<file path="src/rtl/inst_queue_pkg.sv">
// Shared sizing constants for the fetch-to-decode instruction queue.
package inst_queue_pkg;

  localparam int unsigned INST_QUEUE_SIZE  = 16;
  localparam int unsigned INST_QUEUE_IDX_W = 4;
  localparam int unsigned ID_WIDTH         = 32;
  localparam int unsigned ADDRESS_WIDTH    = 32;

endpackage

</file>
<file path="src/rtl/inst_queue.sv">
// Circular instruction FIFO between fetch and decode, flushed on any redirect.
// Fetch sees a one-cycle-early ready so its registered push never overflows.
module inst_queue
  import inst_queue_pkg::*;
#(
  parameter int unsigned DEPTH  = INST_QUEUE_SIZE,
  parameter int unsigned IDX_W  = INST_QUEUE_IDX_W,
  parameter int unsigned INST_W = ID_WIDTH,
  parameter int unsigned ADDR_W = ADDRESS_WIDTH
) (
  input  logic              clk_in,
  input  logic              rst_in,
  input  logic              rdy_in,
  input  logic              if_instqueue_en_in,
  input  logic [INST_W-1:0] if_instqueue_inst_in,
  input  logic [ADDR_W-1:0] if_instqueue_pc_in,
  output logic              instqueue_if_rdy_out,
  output logic              instqueue_decoder_en_out,
  output logic [INST_W-1:0] instqueue_decoder_inst_out,
  output logic [ADDR_W-1:0] instqueue_decoder_pc_out,
  input  logic              decoder_instqueue_rdy_in,
  input  logic              decoder_instqueue_clear_in,
  input  logic              rob_instqueue_clear_in
);

  logic [INST_W-1:0] inst_q [DEPTH];
  logic [ADDR_W-1:0] pc_q   [DEPTH];

  logic [IDX_W-1:0] head_q, head_d;
  logic [IDX_W-1:0] tail_q, tail_d;
  logic [IDX_W:0]   count_q, count_d;

  logic             clear;
  logic             full;
  logic             push;
  logic             pop;
  logic [IDX_W+1:0] fill_next;

  assign clear = decoder_instqueue_clear_in | rob_instqueue_clear_in;
  assign full  = (count_q == (IDX_W+1)'(DEPTH));

  assign instqueue_decoder_en_out = (count_q != '0);

  assign pop  = rdy_in & instqueue_decoder_en_out & decoder_instqueue_rdy_in & ~clear;
  assign push = rdy_in & if_instqueue_en_in & ~clear & (~full | pop);

  // Fetch's push lands one edge after it samples ready, so leave room for it.
  assign fill_next = {1'b0, count_q} + (IDX_W+2)'(if_instqueue_en_in);
  assign instqueue_if_rdy_out = clear | (fill_next <= (IDX_W+2)'(DEPTH - 2));

  assign instqueue_decoder_inst_out = instqueue_decoder_en_out ? inst_q[head_q] : '0;
  assign instqueue_decoder_pc_out   = instqueue_decoder_en_out ? pc_q[head_q]   : '0;

  always_comb begin
    head_d  = head_q;
    tail_d  = tail_q;
    count_d = count_q;
    if (rdy_in) begin
      if (clear) begin
        head_d  = '0;
        tail_d  = '0;
        count_d = '0;
      end else begin
        head_d  = head_q + IDX_W'(pop);
        tail_d  = tail_q + IDX_W'(push);
        count_d = count_q + (IDX_W+1)'(push) - (IDX_W+1)'(pop);
      end
    end
  end

  always_ff @(posedge clk_in) begin
    if (rst_in) begin
      head_q  <= '0;
      tail_q  <= '0;
      count_q <= '0;
    end else begin
      head_q  <= head_d;
      tail_q  <= tail_d;
      count_q <= count_d;
    end
  end

  // Entry storage is deliberately not reset; pointers alone define validity.
  always_ff @(posedge clk_in) begin
    if (push) begin
      inst_q[tail_q] <= if_instqueue_inst_in;
      pc_q[tail_q]   <= if_instqueue_pc_in;
    end
  end

  no_push_when_full: assert property (
    @(posedge clk_in) disable iff (rst_in)
      !(rdy_in && if_instqueue_en_in && !clear && full && !pop)
  );

endmodule

</file>
<file path="config.mk">
export PLATFORM = sky130hd
export DESIGN_NAME = inst_queue
export DESIGN_NICKNAME = d
export VERILOG_FILES = /design/src/rtl/inst_queue_pkg.sv /design/src/rtl/inst_queue.sv
export SDC_FILE = /design/constraint.sdc
export NUM_CORES = 1
export LEC_CHECK = 0
export ABC_AREA = 1
export BUFFER_PORTS_ARGS = -buffer_cell sky130_fd_sc_hd__buf_4
export CAP_MARGIN = 10
export CELL_PAD_IN_SITES_DETAIL_PLACEMENT = 0
export CELL_PAD_IN_SITES_GLOBAL_PLACEMENT = 1
export CORE_UTILIZATION = 30
export CTS_CLUSTER_SIZE = 24
export DETAILED_ROUTE_END_ITERATION = 10
export GPL_ROUTABILITY_DRIVEN = 0
export PLACE_DENSITY = 0.52
export SYNTH_ARGS = -nofsm -noshare
export SYNTH_HDL_FRONTEND = slang
export SYNTH_SLANG_ARGS = --single-unit
</file>
<file path="constraint.sdc">
create_clock -name clk_in -period 5.2 [get_ports clk_in]
set_input_delay 0.26 -clock clk_in [delete_from_list [all_inputs] [get_ports clk_in]]
set_output_delay 0.26 -clock clk_in [all_outputs]
set_load 0.02 [all_outputs]
</file>
Word-level counts from Yosys, hierarchy flattened --
Memory sizes are Yosys's and may differ from the RTL's. A register that Yosys moved wholly into a read port is not among the register bits. Cells that the tools add are included.
Operators by class: $add $sub $neg 5, magnitude comparators 1, equality and inequality tests 1, mux-type cells 11, bitwise gates (word level) 11, reduce and logical (&&, ||, !) cells 1
Operator list (number):
- two-way mux 32 bit | 2
- two-way mux 4 bit | 6
- adder 4 x 1 -> 4 bit | 2
- adder 5 x 1 -> 6 bit | 1
- AND 1 bit | 6
- less-or-equal comparator 6 x 4 -> 1 bit, second input constant | 1
- adder 5 x 1 -> 5 bit | 1
- == test 5 bit, second input constant | 1
- two-way mux 5 bit | 1
- nonzero test 5 bit | 1
- subtractor 5 x 1 -> 5 bit | 1
- OR 1 bit | 3
- two-way mux 1 bit | 2
- NOT 1 bit | 2
Storage, ports and cells: bits in registers 13, memory bits (writable) 1024, input bits 71, output and inout port bits 66, logic and storage cells 35, memories 2
Memory list:
- inst_q | words 16, bits a word 32, rd ports 1, clocked after Yosys merged registers in 1, write ports 1, RTL line inst_queue.sv:26 | logic [INST_W-1:0] inst_q [DEPTH];
- pc_q | words 16, bits a word 32, rd ports 1, clocked after Yosys merged registers in 1, write ports 1, RTL line inst_queue.sv:27 | logic [ADDR_W-1:0] pc_q [DEPTH];

Depth between registers and ports, before layout --
Gate-level depths: netlist of run 1.
depth in word-level cells 9, depth in mapped cells 16, gate-level depth less buffers 15

Worst setup path before layout of run 1 --
No wires, ideal clock.
kind reg2reg, start register count_q[2], end memory inst_q[0][0] (netlist name) (enable), library setup time 0.486 ns, arrival time 3.831 ns, data required time 4.714 ns, path slack 0.883 ns, cell stages (with the launch flop) 8, buffers on the path 0, clock period less this slack 4.317 ns, path through dfxtp_1 -> inv_1 -> ha_1 -> nand2_1 -> nor2_1 -> a31oi_4 -> nand3_2 -> nor2_1
Between the ends: cells in the longest elaborated chain, start to end 8, elaborated cells on any way between the ends 10, classes of those cells eq/ne (1); mux (2); bitwise (6); reduce/logical (1)
RTL lines:
- start, declared | RTL line inst_queue.sv:31 | logic [IDX_W:0] count_q, count_d;
- start signal, assigned | RTL line inst_queue.sv:79 | count_q <= count_d;
- nonzero test 5 bit | RTL line inst_queue.sv:42 | assign instqueue_decoder_en_out = (count_q != '0);
- AND 1 bit (3 in a row) | RTL line inst_queue.sv:44 | assign pop = rdy_in & instqueue_decoder_en_out & decoder_instqueue_rdy_in & ~clear;
- OR 1 bit (*) | RTL line inst_queue.sv:45 | assign push = rdy_in & if_instqueue_en_in & ~clear & (~full | pop);
- AND 1 bit (*) | RTL line inst_queue.sv:45
- two-way mux 1 bit (*) | RTL line inst_queue.sv:85 | if (push) begin
- two-way mux 1 bit (implied by the code) (*) | RTL line inst_queue.sv:86 | inst_q[tail_q] <= if_instqueue_inst_in;
- end, declared | RTL line inst_queue.sv:26
Every way passes the cells marked *; elsewhere a longest branch is shown, timed or not.

==> metrics.txt, run 1 <==
clock period minus worst slack 4.014 ns; Synth Flop Type edfxtp_1; Yosys warning count 0; Final Hold Viols 0; Slew HR 0.2980; TritonCTS clock tree built; via count 28590; Worst path max stage delay 0.80 ns; post-synth top area cell edfxtp_1; Site Rows 140; CP startpoint kind flip-flop; synth-to-layout area growth 16.28%; Final Slew Violations 0; VDD IR max 253.3 uV; part of the power in the clock network 0.448; post-route ant nets 0; WL per Instance 20.78 um; Pwr Density 332.7 mW/mm2; Int Power 13630 uW; async set or reset register ratio after synthesis 0; Initial Util 0.3033; Synthesized Nets 4233; sequential share of power 0.538; DP HPWL 62.95 mm; Pleak 0.02061 uW; Starting DRT DRC Count 1718; Storage cell area 0.03110 mm2; vias in the first global route 28440; Switch Pwr 3509 uW; setup TNS 0 ns; CP arrival 3.75 ns; Core ar. 0.1461 mm2; status finished, final reports clean; hold depth 6; element type at the critical path end output port; crit-path cells buf_4 -> buf_4 -> nand2_1 -> nand2_1 -> nand2_1 -> nand3_1 -> nand3_1 -> a21oi_1 -> buf_4; Mapped Area 0.04430 mm2; Switching Fraction 0.2047; CTS sink cnt 1041; H-tree depth 3; RSZ-0062 raised after global routing no; top post-synthesis cells by area edfxtp_1 (69%), nand2_1 (13%), nand3_1 (7.3%); Worst Skew 0.03592 ns; DRC viols 0; Port Buf Inserts 136; initial antenna violation count 6; total of max-cap violations 0; die area 0.1492 mm2; Syn Area/Cell 10.69 um2; area of the multi-input gates 0.01011 mm2; Commonest cells post-synth nand2_1 (1569), edfxtp_1 (1024), nand3_1 (649); TritonCTS Buffers 119; Synth cell types 28; Setup CP Type reg2out; sequential area share after synthesis 0.7017; layout cell share with drive strength beyond 1 0.08511; Routed Wire Length 131.4 mm; flop-to-flop setup slack 2.03 ns; vias per cell 4.521; Reg2Reg Launch Point count_q[2]$_SDFFE_PP0P_; nets@finish 4399; clock slew at reported path FFs 0.06 ns; setup violators final 0; Worst Hold End tail_q[0]$_SDFFE_PP0P_; global-route wire length before repair 194.7 mm; final period utilization 0.7720; Worst EP required 4.94 ns; total grt overflow 0; Max Root-Sink Buffers 3; Die X 386.3 um; I/O pin total 137; Reg2Reg Depth 15; DRT Pass-1 Iters 5; Die Y 386.3 um; # fillers 14640; synthesized flop and latch total 1041; worst slack, placed 1.876 ns; CTS root buffer clkbuf_16; HP Start rob_instqueue_clear_in; Slew @ Worst Pin 1.053 ns; Crit-path slowest cell buf_4; fmax 249.1 MHz; share of the synthesized area in the top cell type 0.6940; Crit Reg-Reg Endpoint count_q[4]$_SDFFE_PP0P_; Comb power frac 0.014; worst min path class in2reg; worst setup margin 1.186 ns; Total GRT Usage 0.1772; Worst-Skew Late Latency 0.74 ns; crit-path max FO 81; Post-synth EDFFs 1024; count leader, synth nand2_1; Cells after Synth 4146; largest net degree at the start of global routing 154
[layout make-up]
cell class | instances | area share
Sequential cell | 1041 | 0.6038
Multi-Input combinational cell | 2350 | 0.1963
Clock buffer | 170 | 0.06210
Tap cell | 1917 | 0.04656
Timing Repair Buffer | 265 | 0.04600
Inverter | 535 | 0.03983
Clock inverter | 45 | 0.005416
Antenna cell | 1 | 0.00004857
[placed cells by master, fill, tap and decap left out, drive strengths merged]
cell type	instances
a21o	1
a21oi	79
a31oi	1
buf	198
bufinv	2
clkbuf	170
clkinv	41
dfxtp	17
diode	1
dlygate4sd3	67
edfxtp	1024
fa	1
ha	15
inv	537
nand2	1570
nand3	653
nand4	2
nor2	19
nor4	1
o211ai	1
o21a	1
o21bai	1
or2	1
xor2	4
[metal layers]
layer | vias up | wire [um] | track usage
li1 | 13960 | - | -
met1 | 14060 | 61670 | 0.2430
met3 | 132 | 4321 | 0.02369
met4 | 6 | 1865 | 0.03930
met2 | 435 | 63510 | 0.2973
met5 | - | 33 | 0
[timing repair]
| item | in CTS | in global routing |
|---|---|---|
| endpoints found under the hold margin | 1041 | 0 |
| resized for setup | 0 | 0 |
| endpoints found under the setup margin | 0 | 0 |
| hold buffers | 67 | 0 |
| buffers inserted | 0 | 0 |
[power groups by stage]
stage	logic (uW)	registers, uW	clock network (uW)
global placement	209	9390	0
detailed placement	210	9390	0
CTS	256	9220	7910
global route	275	9220	8230
finish	248	9220	7670
floorplan	31.7	9400	0
[through the flow]
step                      hold WS, ns    util  instances  instance area (um2)  power [uW]
final                          0.1291  0.3526       6324                51520       17140
after global routing           0.1660  0.3526       6324                51520       17720
after CTS                     0.07578  0.3526       6323                51510       17380
after detailed placement       0.4806  0.3242       6041                47370        9604
after global placement         0.4729  0.3242       6041                47370        9603
after floorplan                0.3589       -       4146                44310        9434
[worst max-delay path: cells and delay by family (launching register included)]
| family | cells | cell delay (ns) |
|---|---|---|
| flops | 1 | 0.59 |
| buf+inv | 3 | 1.47 |
| simple gates | 5 | 0.49 |
| compound gates | 1 | 0.48 |
[state kept, by name (all words and copies together) (netlist names), named ones only]
name	flops
inst_q	512
count_q	5
pc_q	512
tail_q	4
head_q	4
[worst max path at each step]
stage	start	to	slack (ns)
2_1_floorplan	count_q[2]$_SDFFE_PP0P_	inst_q[0][0]$_DFFE_PP_	0.88
3_3_place_gp	flip-flop	instqueue_decoder_inst_out[10]	1.84
3_5_place_dp	flip-flop	instqueue_decoder_inst_out[10]	1.88
4_1_cts	flip-flop	instqueue_decoder_inst_out[10]	1.08
5_1_grt	flip-flop	instqueue_decoder_inst_out[21]	0.90
6_report	flip-flop	instqueue_decoder_inst_out[10]	1.19
[kinds of logic (layout without fill, tap and decap cells)]
kind of cell	count (synthesis)	in the layout	synth area share
other cells	0	1	0
fa+ha+maj	16	16	0.004688
buf+inv	755	1015	0.07278
simple gates	2246	2246	0.2099
flops	1041	1041	0.7017
xor+xnor	4	4	0.0007907
compound gates	84	84	0.01008
(Power assumes the default switching activity.)
==> run 2, diff against run 1 <==
ABC_AREA = 0   (was 1)
PLACE_DENSITY = 0.5   (was 0.52)
clock period = 3.3 ns   (was 5.2 ns; I/O delays follow)
==> run 2 against run 1 <==
Compared with the run above:
- core utilization is 1.1 points higher
- setup slack got worse by 1.1 ns
- non-clock buffer count grew 31
- power up 59%
- combinational power grew 51%
- sequential share of layout area up 3.5 points
- synthesized area fell by 8.3%
- first-iteration DRC count up 1.5%
- clock skew shrank 0.011 ns
- count of clock-buffer cells in the layout fell by 34
- largest power group unchanged
- highest routed layer unchanged
==> metrics.txt, run 2 <==
status finished, final reports clean (unchanged); clock slew at reported path FFs 0.06 ns (about the same); Pleak 0.01480 uW (was 0.02061 uW); Total Power 27300 uW (was 17140 uW); Die Y 370.1 um (was 386.3 um); commonest non-fill, non-tap cell in the layout edfxtp_1 (was nand2_1); fmax 309.7 MHz; Synth cell types 42 (was 28); Post-synth EDFFs 1024 (unchanged); # fillers 12270 (was 14640); initial antenna violation count 8 (was 6); synth-to-layout area growth 19.85% (was 16.28%); Commonest cells post-synth edfxtp_1 (1024), mux4_2 (255), nand4_1 (254) (was nand2_1 (1569), edfxtp_1 (1024), nand3_1 (649)); CP startpoint kind flip-flop (unchanged); die area 0.1369 mm2 (was 0.1492 mm2); element type at the critical path end output port (unchanged); Site Rows 134 (was 140); VDD IR max 368.4 uV (was 253.3 uV); Worst EP required 3.13 ns (was 4.94 ns); hold slack final 0.2177 ns (was 0.1291 ns); Yosys warning count 0 (unchanged); fin area 0.04871 mm2 (was 0.05152 mm2); I/O pin total 137 (unchanged); Synthesized Nets 1965 (was 4233); Final Hold Viols 0 (unchanged); vias in the first global route 22000 (was 28440); WP buf/inv 4 (was 3); Slew @ Worst Pin 0.9603 ns (was 1.053 ns); global-route wire length before repair 156.5 mm (was 194.7 mm); largest net degree at the start of global routing 107 (was 154); Mapped Area 0.04064 mm2 (was 0.04430 mm2); Placed Area 0.04418 mm2 (was 0.04737 mm2); final core utilization 0.3636 (was 0.3526); Regs by FF count inst_q (512), pc_q (512), count_q (5) (unchanged); post-route ant nets 0 (unchanged); CP arrival 3.06 ns (was 3.75 ns); synthesized flop and latch total 1041 (unchanged); sequential area share after synthesis 0.7650 (was 0.7017); vias per cell 5.138 (was 4.521); Worst Skew 0.02485 ns (was 0.03592 ns); DRC viols 0 (unchanged); CTS sink cnt 1041 (unchanged); commonest non-fill, non-tap cells in the layout edfxtp_1 (1024), mux4_2 (255), nand4_1 (254), buf_4 (187), clkbuf_16 (117) (was nand2_1 (1569), edfxtp_1 (1024), nand3_1 (649), inv_1 (529), buf_4 (181)); Reg2Reg Depth 11 (was 15); async set or reset register ratio after synthesis 0 (unchanged); Initial Util 0.3034 (was 0.3033); count leader, synth edfxtp_1 (was nand2_1); clock period minus worst slack 3.229 ns; Pwr Density 560.4 mW/mm2 (was 332.7 mW/mm2); WL per Instance 27.11 um (was 20.78 um); Max Root-Sink Buffers 3 (unchanged); crit-path cells inv_2 -> ha_4 -> or4b_4 -> buf_16 -> buf_16 -> nand4_1 -> nand4_1 -> buf_4 (was buf_4 -> buf_4 -> nand2_1 -> nand2_1 -> nand2_1 -> nand3_1 -> nand3_1 -> a21oi_1 -> buf_4); Worst-Skew Late Latency 0.69 ns (was 0.74 ns); top post-synthesis cells by area edfxtp_1 (76%), mux4_2 (14%), nand4_1 (3.9%) (was edfxtp_1 (69%), nand2_1 (13%), nand3_1 (7.3%)); DRT Pass-1 Iters 5 (unchanged); hold depth 5 (was 6); worst setup margin 0.07102 ns (was 1.186 ns); total grt overflow 0 (unchanged); Starting DRT DRC Count 1743 (was 1718); worst min path class in2reg (unchanged); share of the synthesized area in the top cell type 0.7566 (was 0.6940); crit-path max FO 107 (was 81); Cells after Synth 1878 (was 4146); Die X 370.1 um (was 386.3 um); CP top delay family buffers and inverters (unchanged); total of max-cap violations 0 (unchanged); Core ar. 0.1340 mm2 (was 0.1461 mm2); post-synth top area cell edfxtp_1 (unchanged); Setup CP Type reg2out (unchanged); Slew HR 0.3583 (was 0.2980); CTS root buffer clkbuf_16 (unchanged); Final Slew Violations 0 (unchanged); Routed Wire Length 108.4 mm (was 131.4 mm); layout cell share with drive strength beyond 1 0.2990 (was 0.08511); Stages on worst setup path 8 (was 9); Worst path max stage delay 0.49 ns (was 0.80 ns); setup violators final 0 (unchanged); nets@finish 2228 (was 4399); DP HPWL 54.88 mm (was 62.95 mm); via count 20550 (was 28590); Synth Flop Type edfxtp_1 (unchanged); TritonCTS Buffers 110 (was 119); Crit-path slowest cell or4b_4 (was buf_4); Port Buf Inserts 136 (unchanged); worst slack, placed 0.3730 ns (was 1.876 ns); Syn Area/Cell 21.64 um2 (was 10.69 um2); Total GRT Usage 0.1573 (was 0.1772); H-tree depth 3 (unchanged); TritonCTS clock tree built (unchanged); final period utilization 0.9785
run 2: cell count changes in the layout (fill, tap and decap cells not counted), sizes merged, moves of 11 or more:
cell,change
mux4,+255
nand3,-652
buf,+26
inv,-520
clkbuf,-32
a21oi,-74
nand4b,+63
nand2,-1564
bufinv,+11
nand4,+252
run 2: worst min-delay path: stages:
cell and delay (ns):
buf_4 0.09, and3_1 0.17, ha_1 0.13, a21oi_1 0.06, nor2_1 0.22
run 2: worst paths after layout:
check | from | end | slack, ns
worst max-delay path | count_q[3]$_SDFFE_PP0P_ | instqueue_decoder_pc_out[1] | 0.07
worst min register to register | head_q[3]$_SDFFE_PP0P_ | head_q[3]$_SDFFE_PP0P_ | 0.54
worst min-delay path | decoder_instqueue_rdy_in | head_q[0]$_SDFFE_PP0P_ | 0.22
worst max register to register | count_q[3]$_SDFFE_PP0P_ | count_q[4]$_SDFFE_PP0P_ | 0.40
run 2: logic make-up (layout without fill, tap and decap cells):
kind of cell / after synthesis / in the layout / share of synthesized area
XOR/XNOR: 7 / 7 / 0.001509
AO/OA/AOI/OAI: 26 / 26 / 0.004772
buffers and inverters: 160 / 513 / 0.02211
adder cells (fa/ha/maj): 16 / 16 / 0.005111
other: 0 / 1 / 0
multiplexers: 258 / 258 / 0.1421
AND/OR/NAND/NOR: 370 / 370 / 0.05939
flip-flops: 1041 / 1041 / 0.7650
run 2: cell type report:
cell class,count,area [um2],share of cell area
antenna,1,2.502,0.00005137
clock buffer,136,2957,0.06070
clock inverter,66,648.1,0.01331
inverter,15,62.56,0.001284
multi-input combinational,677,8833,0.1814
sequential,1041,31110,0.6386
tap,1768,2212,0.04541
timing repair buffer,296,2887,0.05926
run 2: timing repair:
action / CTS / global route
pin swaps: 0 / 0
hold buffers: 70 / 0
gates cloned: 0 / 2
resized for setup: 7 / 6
endpoints found under the setup margin: 36 / 21
hold endpoints to repair: 1041 / 0
setup buffers: 0 / 12
run 2: routing by layer:
layer	vias to the layer above	track usage	wire length (um)
li1	8674	-	-
met1	11320	0.2234	49990
met2	428	0.2541	52350
met3	116	0.02449	4493
met4	10	0.03489	1535
met5	-	0	65
run 2: power by group:
| part | internal, uW | switching [uW] |
|---|---|---|
| registers | 14500 | 3.38 |
| logic | 136 | 239 |
| clock network | 7330 | 5060 |
| total | 22000 | 5310 |
run 2: metrics by stage:
stage / instances / setup TNS, ns
2_1_floorplan: 1878 / -734.50
3_3_place_gp: 3713 / 0
3_5_place_dp: 3713 / 0
4_1_cts: 3985 / 0
5_1_grt: 3999 / -0.03121
6_report: 4000 / 0
